--- config.mk ---
export PLATFORM = sky130hd
export DESIGN_NAME = wb_ctrl_seq_flat
export DESIGN_NICKNAME = d
export VERILOG_FILES = /design/src/rtl/wb_ctrl_seq_if.sv /design/src/rtl/wb_ctrl_seq.sv /design/src/flat_wrapper.sv
export SDC_FILE = /design/constraint.sdc
export NUM_CORES = 1
export LEC_CHECK = 0
export ABC_AREA = 1
export BUFFER_PORTS_ARGS = -buffer_cell sky130_fd_sc_hd__buf_2
export CORE_MARGIN = 2
export CORE_UTILIZATION = 52
export CTS_CLUSTER_DIAMETER = 120
export DETAILED_ROUTE_END_ITERATION = 16
export PLACE_DENSITY = 0.88
export SETUP_SLACK_MARGIN = 0.2
export SLEW_MARGIN = 5
export SYNTH_ARGS = -nofsm -noshare
export SYNTH_HDL_FRONTEND = slang
export SYNTH_SLANG_ARGS = --single-unit
--- constraint.sdc ---
create_clock -name clk -period 4.3 [get_ports clk]
set_clock_uncertainty 0.05 [all_clocks]
set_input_delay 0.86 -clock clk [delete_from_list [all_inputs] [get_ports clk]]
set_output_delay 0.86 -clock clk [all_outputs]
set_load 0.05 [all_outputs]
--- src/rtl/wb_ctrl_seq_if.sv ---
// Handshake and writeback bus between the LMA0 issue stage and the writeback controller.
interface wb_ctrl_seq_if #(
    parameter int DATA_W = 16,
    parameter int PC_W   = 11
);
    logic              instr_valid;
    logic [15:0]       instr;
    logic [PC_W-1:0]   pc_in;
    logic [DATA_W-1:0] memout;
    logic              mem_rvalid;
    logic              ready;
    logic              wr_en;
    logic [2:0]        wr_addr;
    logic [DATA_W-1:0] wr_data;
    logic              pend_valid;
    logic [2:0]        pend_addr;
    logic              timeout_err;

    modport master (
        output instr_valid, instr, pc_in, memout, mem_rvalid,
        input  ready, wr_en, wr_addr, wr_data, pend_valid, pend_addr, timeout_err
    );

    modport slave (
        input  instr_valid, instr, pc_in, memout, mem_rvalid,
        output ready, wr_en, wr_addr, wr_data, pend_valid, pend_addr, timeout_err
    );
endinterface

--- src/rtl/wb_ctrl_seq.sv ---
// Sequential writeback controller for the LMA0 core: decodes one instruction at a time and issues a
// single registered register-file write, stalling on a bounded-latency load handshake.
module wb_ctrl_seq #(
    parameter int         DATA_W   = 16,
    parameter int         PC_W     = 11,
    parameter int         TIMEOUT  = 15,
    parameter logic [2:0] LINK_REG = 3'd7,
    parameter logic [2:0] LCG_REG  = 3'd3
) (
    input logic          clk,
    input logic          rst,
    wb_ctrl_seq_if.slave bus
);
    localparam int CNT_W = (TIMEOUT > 1) ? $clog2(TIMEOUT) : 1;

    typedef enum logic [1:0] {IDLE, WAIT_MEM, WB} state_t;

    function automatic logic [DATA_W-1:0] sext_imm7(input logic [6:0] imm);
        logic signed [6:0] s;
        s = signed'(imm);
        return DATA_W'(s);
    endfunction

    function automatic logic [DATA_W-1:0] zext_imm7(input logic [6:0] imm);
        return DATA_W'(imm);
    endfunction

    function automatic logic [DATA_W-1:0] zext_pc(input logic [PC_W-1:0] pc);
        return DATA_W'(pc);
    endfunction

    state_t            state_q, state_d;
    logic              ready_q, ready_d;
    logic              wr_en_q, wr_en_d;
    logic [2:0]        wr_addr_q, wr_addr_d;
    logic [DATA_W-1:0] wr_data_q, wr_data_d;
    logic              pend_valid_q, pend_valid_d;
    logic [2:0]        pend_addr_q, pend_addr_d;
    logic              timeout_err_q, timeout_err_d;
    logic [CNT_W-1:0]  cnt_q, cnt_d;

    logic [3:0]        op;
    logic              is_lcg, is_r, is_i, is_l, is_jal, writes;
    logic [2:0]        dest;
    logic [DATA_W-1:0] src_data;

    assign op     = bus.instr[15:12];
    assign is_lcg = (bus.instr[15:9] == 7'b0000100);
    assign is_r   = (op == 4'b0000);
    assign is_i   = (op == 4'b0001);
    assign is_l   = (op[3:2] == 2'b01);
    assign is_jal = (op[3:1] == 3'b110);
    assign writes = is_r | is_i | is_l | is_jal;

    always_comb begin
        dest = bus.instr[2:0];
        if (is_lcg)      dest = LCG_REG;
        else if (is_jal) dest = LINK_REG;
        else if (is_l)   dest = {1'b0, bus.instr[1:0]};
    end

    // Immediate forms and JAL take data from the instruction/PC; everything else uses memout as seen now.
    always_comb begin
        src_data = bus.memout;
        if (bus.instr[15:10] == 6'b000110)     src_data = sext_imm7(bus.instr[9:3]);
        else if (bus.instr[15:11] == 5'b00010) src_data = zext_imm7(bus.instr[9:3]);
        else if (is_jal)                       src_data = zext_pc(bus.pc_in);
    end

    always_comb begin
        state_d       = state_q;
        wr_en_d       = 1'b0;
        wr_addr_d     = wr_addr_q;
        wr_data_d     = wr_data_q;
        pend_valid_d  = pend_valid_q;
        pend_addr_d   = pend_addr_q;
        timeout_err_d = 1'b0;
        cnt_d         = cnt_q;
        case (state_q)
            IDLE: begin
                if (bus.instr_valid && ready_q && writes) begin
                    pend_valid_d = 1'b1;
                    pend_addr_d  = dest;
                    if (is_l) begin
                        state_d = WAIT_MEM;
                        cnt_d   = '0;
                    end else begin
                        state_d   = WB;
                        wr_en_d   = 1'b1;
                        wr_addr_d = dest;
                        wr_data_d = src_data;
                    end
                end
            end
            WAIT_MEM: begin
                cnt_d = cnt_q + CNT_W'(1);
                // Load data arriving on the expiry cycle still completes the write.
                if (bus.mem_rvalid) begin
                    state_d   = WB;
                    wr_en_d   = 1'b1;
                    wr_addr_d = pend_addr_q;
                    wr_data_d = bus.memout;
                end else if (cnt_q == CNT_W'(TIMEOUT - 1)) begin
                    state_d       = IDLE;
                    timeout_err_d = 1'b1;
                    pend_valid_d  = 1'b0;
                end
            end
            WB: begin
                state_d      = IDLE;
                pend_valid_d = 1'b0;
            end
            default: state_d = IDLE;
        endcase
        ready_d = (state_d == IDLE);
    end

    always_ff @(posedge clk or posedge rst) begin
        if (rst) begin
            state_q       <= IDLE;
            ready_q       <= 1'b1;
            wr_en_q       <= 1'b0;
            wr_addr_q     <= '0;
            wr_data_q     <= '0;
            pend_valid_q  <= 1'b0;
            pend_addr_q   <= '0;
            timeout_err_q <= 1'b0;
            cnt_q         <= '0;
        end else begin
            state_q       <= state_d;
            ready_q       <= ready_d;
            wr_en_q       <= wr_en_d;
            wr_addr_q     <= wr_addr_d;
            wr_data_q     <= wr_data_d;
            pend_valid_q  <= pend_valid_d;
            pend_addr_q   <= pend_addr_d;
            timeout_err_q <= timeout_err_d;
            cnt_q         <= cnt_d;
        end
    end

    assign bus.ready       = ready_q;
    assign bus.wr_en       = wr_en_q;
    assign bus.wr_addr     = wr_addr_q;
    assign bus.wr_data     = wr_data_q;
    assign bus.pend_valid  = pend_valid_q;
    assign bus.pend_addr   = pend_addr_q;
    assign bus.timeout_err = timeout_err_q;
endmodule

--- src/flat_wrapper.sv ---
// flat-port wrapper written by rule: the top's interface ports become plain ports
module wb_ctrl_seq_flat 
#(
    parameter int         DATA_W   = 16,
    parameter int         PC_W     = 11,
    parameter int         TIMEOUT  = 15,
    parameter logic [2:0] LINK_REG = 3'd7,
    parameter logic [2:0] LCG_REG  = 3'd3
)
  (clk, rst, bus_instr_valid, bus_instr, bus_pc_in, bus_memout, bus_mem_rvalid, bus_ready, bus_wr_en, bus_wr_addr, bus_wr_data, bus_pend_valid, bus_pend_addr, bus_timeout_err);
  wb_ctrl_seq_if #(.DATA_W(DATA_W), .PC_W(PC_W)) bus_i ();
  input logic clk;
  input logic rst;
  input wire logic [$bits(bus_i.instr_valid)-1:0] bus_instr_valid;
  input wire logic [$bits(bus_i.instr)-1:0] bus_instr;
  input wire logic [$bits(bus_i.pc_in)-1:0] bus_pc_in;
  input wire logic [$bits(bus_i.memout)-1:0] bus_memout;
  input wire logic [$bits(bus_i.mem_rvalid)-1:0] bus_mem_rvalid;
  output wire logic [$bits(bus_i.ready)-1:0] bus_ready;
  output wire logic [$bits(bus_i.wr_en)-1:0] bus_wr_en;
  output wire logic [$bits(bus_i.wr_addr)-1:0] bus_wr_addr;
  output wire logic [$bits(bus_i.wr_data)-1:0] bus_wr_data;
  output wire logic [$bits(bus_i.pend_valid)-1:0] bus_pend_valid;
  output wire logic [$bits(bus_i.pend_addr)-1:0] bus_pend_addr;
  output wire logic [$bits(bus_i.timeout_err)-1:0] bus_timeout_err;
  assign bus_i.instr_valid = bus_instr_valid;
  assign bus_i.instr = bus_instr;
  assign bus_i.pc_in = bus_pc_in;
  assign bus_i.memout = bus_memout;
  assign bus_i.mem_rvalid = bus_mem_rvalid;
  assign bus_ready = bus_i.ready;
  assign bus_wr_en = bus_i.wr_en;
  assign bus_wr_addr = bus_i.wr_addr;
  assign bus_wr_data = bus_i.wr_data;
  assign bus_pend_valid = bus_i.pend_valid;
  assign bus_pend_addr = bus_i.pend_addr;
  assign bus_timeout_err = bus_i.timeout_err;
  wb_ctrl_seq #(.DATA_W(DATA_W), .PC_W(PC_W), .TIMEOUT(TIMEOUT), .LINK_REG(LINK_REG), .LCG_REG(LCG_REG)) u_core (.clk(clk), .rst(rst), .bus(bus_i));
endmodule
==> metrics.txt, run 1 <==
outcome completed; worst vdd ir 0.483 mV; RSZ-0062 raised after global routing false; Syn Std Cell Area 1880 um2; Die Ht 64.2 um; Hold Path Class reg2reg; Post-Synthesis Cells 253; final net count 377; final setup fails 0; most frequent cells in the layout 100 x nand2_1, 72 x buf_2, 31 x dfrtp_1; root buf cell clkbuf_4; num ports 73; first-pass GRT wire length 7850 um; Post-DP Area 2240 um2; H-tree levels 2; CP Max Fanout 27; slowest stage delay, CP 420 ps; dominant cell type by area after synthesis dfrtp_1; CTS tree built; Worst Path Arrival 2620 ps; Leak 1.34 nW; fin. max-slew vios 0; syn nets 305; worst hold slack 435 ps; fillcell total 286; DP HPWL 3440 um; P per Cell Area 687 nW/um2; share of cells above drive strength 1 0.285; buffers added on ports 72; Die ar. 4120 um2; Distinct cells, synth 26; number of global-route vias before repair 1,769; Synth top area share 0.412; most frequent CP cell inv_1; synth warn 0; sequential cell area 802 um2; WP buf/inv 4; Layout area overhead 24.2%; Final Hold Viols 0; Pwr Total 1.61 mW; die width 64.2 um; sequential fraction of the synthesis area 0.426; post-placement cell count 364; Hold Buf Count CTS 0; Worst Path Required 4480 ps; FF+latch count, synth 32; ranking of synthesized cells by area dfrtp_1 41%, nand2_1 20%, nand3_1 6.6%; Slew @ Worst Pin 510 ps; Clk pin slew, worst setup/hold paths 100 ps; Routed WL 4710 um; Crit. End Element flip-flop; largest net degree at the start of global routing 33; DRT iter0 DRCs 163; Top delay family on crit path simple AND/OR/NAND/NOR gates; Slew HR 0.659; num rows 21; Min Clock Period, post-route 2440 ps; Multi-input gate area 943 um2; Place WS 1860 ps; setup_tns 0 ps; initial antenna violation count 0; GP Congestion 0.862; setup slack after layout 1860 ps; CTS sink count 32; average wire per standard cell 12.7 um; final critical-path share of the clock period 0.567; critical setup path kind reg2reg; CTS resizes 0; worst-case clock buffer depth 2; startpoint class of the critical path flip-flop; gr usage total 0.245; Finished Layout Cells 372; routed vias/inst 5.30; TritonCTS Buffers 5; critical path, cell by cell inv_1 -> ha_1 -> inv_1 -> nor2_1 -> inv_1 -> nand2_2 -> inv_2 -> nand2_1 -> nand2_1; Worst path slowest cell ha_1; DRT antenna net count 0; Core Box Area 3420 um2; Max Fclk 410 MHz; # diodes 0; drt pass-1 iters 4; Layout Utilization 0.684; final instance area 2340 um2; mean post-synth cell area 7.44 um2; # DRC 0; via count 1,970; setup bufs post-CTS 0; Max Cap Viol 0; Clock Latency Late Sink 350 ps; commonest non-fill, non-tap cell in the layout nand2_1; initial core utilization 0.551; grt ovf 0
[flip-flops by register name (all words and copies together) (netlist names)]
signal / cells
u_core.cnt_q: 4
u_core.bus.pend_valid: 1
u_core.bus.wr_addr: 3
u_core.state_q: 2
u_core.bus.timeout_err: 1
u_core.bus.pend_addr: 3
u_core.bus.ready: 1
u_core.bus.wr_data: 16
u_core.bus.wr_en: 1
[report_power, final]
group	internal, mW	switching (mW)
clock	0.154	0.108
combinational	0.196	0.647
sequential	0.428	0.0721
[cell families after synthesis]
group                    after synthesis  share of synthesized area
AND/OR/NAND/NOR                      164                      0.397
flip-flops                            32                      0.426
buffers and inverters                 27                     0.0725
AO/OA/AOI/OAI                         25                     0.0711
adder cells (fa/ha/maj)                5                     0.0332
[cell usage after synthesis, drive strengths merged]
cell type	n
nor3	4
nand4	8
dfrtp	31
o21ai	18
nand3	28
and3	1
a21oi	4
o22ai	2
buf	6
clkbuf	2
nand3b	7
inv	19
ha	5
nor2	14
o21bai	1
dfstp	1
nand2	102
[worst reg2reg max path, delay by kind of cell (launching register included)]
family | cells | cell delay, ps
simple gates | 4 | 750
buf+inv | 4 | 720
fa+ha+maj | 1 | 420
flops | 1 | 410
[per-layer routing]
metal / global-route usage / vias up / wire length [um]
met3: 0.0704 / 13 / 343
met5: 0 / - / 0
met4: 0.0824 / 0 / 102
met2: 0.410 / 76 / 2320
met1: 0.303 / 910 / 1940
li1: - / 971 / -
[final cells by class]
cell class                      instances  share of cell area
Multi-Input combinational cell        194               0.404
Tap cell                               46              0.0246
Sequential cell                        32               0.343
Clock inverter                          1              0.0128
Inverter                               19              0.0305
Clock buffer                            7              0.0278
Timing Repair Buffer                   73               0.157
[final timing paths]
check / cells after the start / slack (ps) / end / start
setup / recovery: 9 / 1860 / u_core.bus.wr_addr[1] / u_core.state_q[1]
hold / removal: 2 / 440 / u_core.bus.wr_data[13] / u_core.bus.wr_data[13]
setup reg to reg: 9 / 1860 / u_core.bus.wr_addr[1] / u_core.state_q[1]
hold reg to reg: 2 / 440 / u_core.bus.wr_data[13] / u_core.bus.wr_data[13]
max in group asynchronous: 3 / 3360 / u_core.bus.ready / rst
min in group asynchronous: 3 / 530 / u_core.bus.wr_data[5] / rst
Note: power is estimated with default switching activity, not from simulation.
==> run 2, diff against run 1 <==
- ABC_AREA: 1 -> 0
- CORE_UTILIZATION: 52 -> 47
- PLACE_DENSITY: 0.88 -> 0.83
- clock period: 4.3 -> 2.5 ns (I/O delays scaled with it)
==> run 2 against run 1 <==
  * Combinational power up 71%
  * Sequential cell count stayed put
  * Design area down 7.0%
  * Global-route usage is 2.6 points lower
  * Clock power grew 48%
  * Synthesized cell count fell by 28%
  * Maximum frequency up 16%
  * First-iteration DRC count shrank 44%
  * Critical path type unchanged
==> metrics.txt, run 2 <==
final instance area 2170 um2 (-7.0%); critical setup path kind reg2reg; ranking of synthesized cells by area dfrtp_1 46%, nand2_1 6.5%, o21ai_0 6.0%; WP buf/inv 2 (-2); critical path, cell by cell inv_1 -> ha_1 -> nand3_1 -> nor3_1 -> o21ai_2 -> buf_4 -> o21ai_0; root buf cell clkbuf_4; metal3 WL 275 um (-20%); mean post-synth cell area 9.26 um2 (+25%); final net count 309 (-18%); Clock Latency Late Sink 330 ps (-20 ps); dominant cell type by area after synthesis dfrtp_1; CP Max Fanout 17 (-37%); average wire per standard cell 13.4 um (+6.3%); Max Cap Viol 0 (unchanged); final setup fails 0 (unchanged); # DRC 0 (unchanged); routed vias/inst 5.34 (+0.88%); startpoint class of the critical path flip-flop; buffers added on ports 72 (unchanged); max reg flops 16 (unchanged); RSZ-0062 raised after global routing false; clock share of power 0.143 (-0.020); share of cells above drive strength 1 0.372 (+0.0868); most frequent cells after synthesis 31 x dfrtp_1, 29 x nand2_1, 20 x o21ai_0, 15 x nor2_1; Worst path slowest cell o21ai_2; synth warn 0 (unchanged); Post-DP Area 2090 um2 (-6.8%); sequential cell area 802 um2 (unchanged); Crit. End Element flip-flop; Post-Route M1 WL 1740 um (-11%); final critical-path share of the clock period 0.842 (+0.276); Multi-input gate area 802 um2 (-15%); setup bufs post-CTS 0 (unchanged); fin. max-slew vios 0 (unchanged); first-pass GRT wire length 6840 um (-13%); sequential fraction of the synthesis area 0.478 (+0.0522); worst-case clock buffer depth 2 (unchanged); Pint 1.34 mW (+72%); worst vdd ir 0.625 mV (+29%); Die Ht 63.7 um (-0.67%); drt pass-1 iters 4 (unchanged); register share of total power 0.327 (+0.015); gr usage total 0.219 (-0.0264); Post-Synthesis Cells 181 (-28%); CTS sink count 32 (unchanged); EDFF count, synth 0 (unchanged); Final Hold Viols 0 (unchanged); DRT antenna net count 0 (unchanged); most frequent cells in the layout 72 x buf_2, 31 x dfrtp_1, 29 x nand2_1; Crit path depth 7 (-2); outcome completed; P per Cell Area 1250 nW/um2 (+82%); top-count cell post-synth dfrtp_1; Psw 1.38 mW (+67%); grt ovf 0 (unchanged); Reg2Reg Depth 7 (-2); setup_tns 0 ps (unchanged); Die ar. 4060 um2 (-1.3%); Core Box Area 3390 um2 (-0.77%); DP HPWL 3160 um (-8.2%); ys async rst share 1.00 (unchanged); DR WL met2 1980 um (-15%); CTS resizes 0 (unchanged); number of global-route vias before repair 1,598 (-9.7%); FF+latch count, synth 32 (unchanged); GP Congestion 0.856 (-0.67%); Hold Buf Count CTS 0 (unchanged); num ports 73 (unchanged); slowest stage delay, CP 510 ps (+90 ps); Syn Std Cell Area 1680 um2 (-11%); Slew @ Worst Pin 607 ps (+96.7 ps); num rows 21 (unchanged); Slew HR 0.595 (-0.0641); initial core utilization 0.495 (-0.0563); syn nets 233 (-24%); predominant post-synthesis flop cell dfrtp_1; Synth top area share 0.463 (+0.0505); H-tree levels 2 (unchanged); Clk pin slew, worst setup/hold paths 100 ps (about the same); # diodes 0 (unchanged); die width 63.7 um (-0.67%); Worst Path Required 2670 ps (-1810 ps); Comb pwr share 0.531 (+0.006); DRT iter0 DRCs 91 (-44%); TritonCTS Buffers 5 (unchanged); DR top layer met4; Worst Path Arrival 2270 ps (-350 ps); via count 1,624 (-18%); Leak 1.09 nW (-18%); Distinct cells, synth 40 (+54%); Max Fclk 475 MHz (+16%); commonest non-fill, non-tap cell in the layout buf_2; Layout area overhead 29.6%; fillcell total 288 (+0.70%); Hold Path Class in2async; largest net degree at the start of global routing 33 (unchanged); initial antenna violation count 0 (unchanged); Top delay family on crit path compound AO/OA/AOI/OAI gates; Sw Share 0.508 (-0.00733); CTS tree built; Min Clock Period, post-route 2110 ps (-331 ps); Routed WL 4090 um (-13%)
[run 2: final timing paths]
kind | endpoint | start | slack (ps)
max in group asynchronous | u_core.bus.ready | rst | 1900
hold / removal | u_core.bus.wr_data[6] | rst | 180
setup / recovery | u_core.bus.wr_data[8] | u_core.state_q[0] | 390
hold reg to reg | u_core.bus.wr_data[4] | u_core.bus.wr_data[4] | 430
min in group clk | u_core.bus.wr_data[14] | bus_memout[14] | 400
setup reg to reg | u_core.bus.wr_data[8] | u_core.state_q[0] | 390
[run 2: routing by layer]
metal | up-vias | GRT usage
met5 | - | 0
met1 | 746 | 0.271
met3 | 12 | 0.0500
met2 | 63 | 0.350
met4 | 0 | 0.122
li1 | 803 | -
[run 2: cells by family (layout without fill, tap and decap cells)]
family                     after synthesis  count (layout)  share of synthesized area
and+or+nand+nor                         65              65                      0.187
buffers and inverters                   17              94                     0.0470
DFF                                     32              32                      0.478
muxes                                    6               6                     0.0381
xor gates and xnor gates                 1               1                    0.00522
AOI/OAI and AO/OA                       54              54                      0.202
adders and majority gates                6               6                     0.0433
[run 2: final cells by class]
type | instances | area share
clock inverter | 2 | 0.0161
multi-input combinational | 132 | 0.369
timing repair buffer | 77 | 0.183
inverter | 9 | 0.0173
sequential | 32 | 0.369
tap | 46 | 0.0265
clock buffer | 6 | 0.0190
[run 2: power groups by stage]
stage	logic [mW]	registers [mW]	clock network [mW]
2_1_floorplan	0.472	1.51	0
3_3_place_gp	1.42	0.882	0
3_5_place_dp	1.44	0.895	0
4_1_cts	1.44	0.885	0.392
5_1_grt	1.55	0.912	0.425
6_report	1.44	0.886	0.387
[run 2: worst register-to-register path, stage by stage (launching register included)]
cell and delay (ps):
dfrtp_1 430, inv_1 80, ha_1 240, nand3_1 160, nor3_1 90, o21ai_2 510
buf_4 320, o21ai_0 120
[run 2: metrics by stage]
step / hold WS, ps / power [mW] / util / instances / setup WS [ps]
4_1_cts: 192 / 2.72 / 0.639 / 304 / 311
3_5_place_dp: 413 / 2.33 / 0.617 / 296 / 338
6_report: 177 / 2.71 / 0.641 / 304 / 394
3_3_place_gp: 404 / 2.30 / 0.617 / 296 / 415
5_1_grt: 210 / 2.89 / 0.641 / 304 / 205
2_1_floorplan: 444 / 1.98 / - / 181 / 614
==> run 3, diff against run 2 <==
- CORE_UTILIZATION: 47 -> 42
- PLACE_DENSITY: 0.83 -> 0.79
- clock period: 2.5 -> 1.8 ns (I/O delays scaled with it)
==> run 3 against run 2 <==
  * Critical path depth up 1
  * Utilization increased by 4.3 points
  * Design area up 18%
  * Power increased by 60%
  * Routed wire length grew 21%
  * First-iteration DRC count rose by 12%
  * Hold slack worse by 73 ps
  * Cell count up 7.2%
  * Maximum frequency up 29%
  * Sequential cell count unchanged
  * Register-to-register slack worse by 230 ps
==> metrics.txt, run 3 (synthesis gave the netlist of run 2 again) <==
setup_tns 0 ps (unchanged); Reg2Reg Depth 8 (+1); Min Clock Period, post-route 1640 ps (-469 ps); DRT iter0 DRCs 102 (+12%); worst-case clock buffer depth 2 (unchanged); slowest stage delay, CP 400 ps (-110 ps); Worst path slowest cell dfrtp_1; worst hold slack 104 ps (-72.7 ps); Top delay family on crit path flip-flops; Slew HR 0.733 (+0.137); CP endpoint u_core.bus.wr_addr[2]; initial antenna violation count 0 (unchanged); average wire per standard cell 15.2 um (+13%); Post-DP Area 2240 um2 (+7.0%); max reg flops 16 (unchanged); Worst Path Required 1930 ps (-740 ps); fillcell total 294 (+2.1%); Max Cap Viol 0 (unchanged); fin. max-slew vios 0 (unchanged); initial core utilization 0.448 (-0.0468); die width 67.2 um (+5.4%); critical path, cell by cell inv_2 -> ha_4 -> nand3_4 -> nor3_2 -> o21ai_2 -> buf_6 -> a211oi_2 -> a21oi_2; routed vias/inst 5.36 (+0.26%); Finished Layout Cells 326 (+7.2%); DP HPWL 3170 um (+0.31%); Crit. End Element flip-flop; grt ovf 0 (unchanged); via count 1,746 (+7.5%); root buf cell clkbuf_8; Slew @ Worst Pin 397 ps (-210 ps); CTS tree built; Clk pin slew, worst setup/hold paths 70 ps (-30 ps); RSZ-0062 raised after global routing true; H-tree levels 2 (unchanged); TritonCTS Buffers 5 (unchanged); Worst Path Arrival 1760 ps (-510 ps); Clock Latency Late Sink 280 ps (-50 ps); CP Max Fanout 8 (-9); Leak 1.24 nW (+14%); Max Fclk 611 MHz (+29%); r2r startpoint u_core.state_q[1]; DRT antenna net count 0 (unchanged); drt pass-1 iters 4 (unchanged); # diodes 0 (unchanged); commonest non-fill, non-tap cell in the layout buf_2; Layout Utilization 0.684 (+0.0430); first-pass GRT wire length 7480 um (+9.3%); buffers added on ports 72 (unchanged); setup slack after layout 164 ps (-231 ps); worst setup path start u_core.state_q[1]; num ports 73 (unchanged); WP buf/inv 2 (unchanged); num rows 22 (+4.8%); R2R Setup Slk 160 ps (-230 ps); # DRC 0 (unchanged); Routed WL 4960 um (+21%); P per Cell Area 1700 nW/um2 (+36%); Pwr Total 4.35 mW (+60%); CTS sink count 32 (unchanged); startpoint class of the critical path flip-flop; Die ar. 4510 um2 (+11%); Crit path depth 8 (+1); Layout area overhead 52.8%; final net count 329 (+6.5%); Place WS -0.647 ps (-339 ps); GP Congestion 0.825 (-3.6%); Die Ht 67.2 um (+5.4%); Core Box Area 3740 um2 (+10%); RR Endpoint u_core.bus.wr_addr[2]; final instance area 2560 um2 (+18%); gr usage total 0.221 (+0.00222); final critical-path share of the clock period 0.909 (+0.0668); share of cells above drive strength 1 0.522 (+0.149); worst vdd ir 0.885 mV (+42%); most frequent cells in the layout 72 x buf_2, 30 x dfrtp_1, 27 x nand2_1; number of global-route vias before repair 1,640 (+2.6%); Hold Path Class in2async; final setup fails 0 (unchanged); Final Hold Viols 0 (unchanged); largest net degree at the start of global routing 33 (unchanged); critical setup path kind reg2reg; post-placement cell count 304 (+2.7%); outcome completed
==> run 3: changes by cell type in the layout (fill, tap and decap cells not counted), sizes merged <==
| cell | change |
|---|---|
| and2 | +1 |
| buf | +19 |
| bufinv | -1 |
| clkinv | +2 |
| clkinvlp | -1 |
==> run 3: tightest hold or removal path, cell delays in order <==
cell	delay [ps]
buf_2	90
inv_1	40
buf_4	350
==> run 3: routing by layer <==
metal / track usage / vias to the layer above / wire [um]
met5: 0 / - / 0
met4: 0.0740 / 0 / 116
met3: 0.0467 / 10 / 334
met2: 0.379 / 78 / 2480
met1: 0.276 / 815 / 2030
li1: - / 843 / -
==> run 3: worst min-delay path by stage <==
| stage | startpoint | end | slack (ps) | cells after the start |
|---|---|---|---|---|
| after floorplan | rst | u_core.bus.pend_addr[0] | 430 | 1 |
| after detailed placement | rst | u_core.bus.wr_data[8] | 410 | 3 |
| final | rst | u_core.bus.wr_addr[1] | 100 | 3 |
| after global routing | rst | u_core.bus.timeout_err | 150 | 3 |
| after CTS | rst | u_core.bus.wr_data[10] | 100 | 3 |
| after global placement | rst | u_core.bus.wr_data[8] | 410 | 3 |
==> run 3: cell type report <==
| type | count | area [um2] | area share |
|---|---|---|---|
| multi-input combinational | 133 | 995 | 0.388 |
| timing repair buffer | 96 | 572 | 0.223 |
| tap | 48 | 60.1 | 0.0234 |
| inverter | 9 | 38.8 | 0.0151 |
| clock inverter | 2 | 10.0 | 0.00391 |
| sequential | 32 | 803 | 0.314 |
| clock buffer | 6 | 82.6 | 0.0322 |
==> run 3: power by group <==
part / total [mW] / internal [mW] / leakage [nW] / switching (mW)
sequential: 1.25 / 1.04 / 0.399 / 0.210
combinational: 2.53 / 0.839 / 0.789 / 1.69
clock: 0.574 / 0.305 / 0.0510 / 0.269
==> run 3: repair_timing <==
| action | in CTS | in global routing |
|---|---|---|
| hold buffers | 0 | 0 |
| setup buffers | 10 | 2 |
| gates cloned | 2 | 0 |
| resized for setup | 22 | 11 |
| setup endpoints to repair | 23 | 23 |
| pin swaps | 11 | 8 |
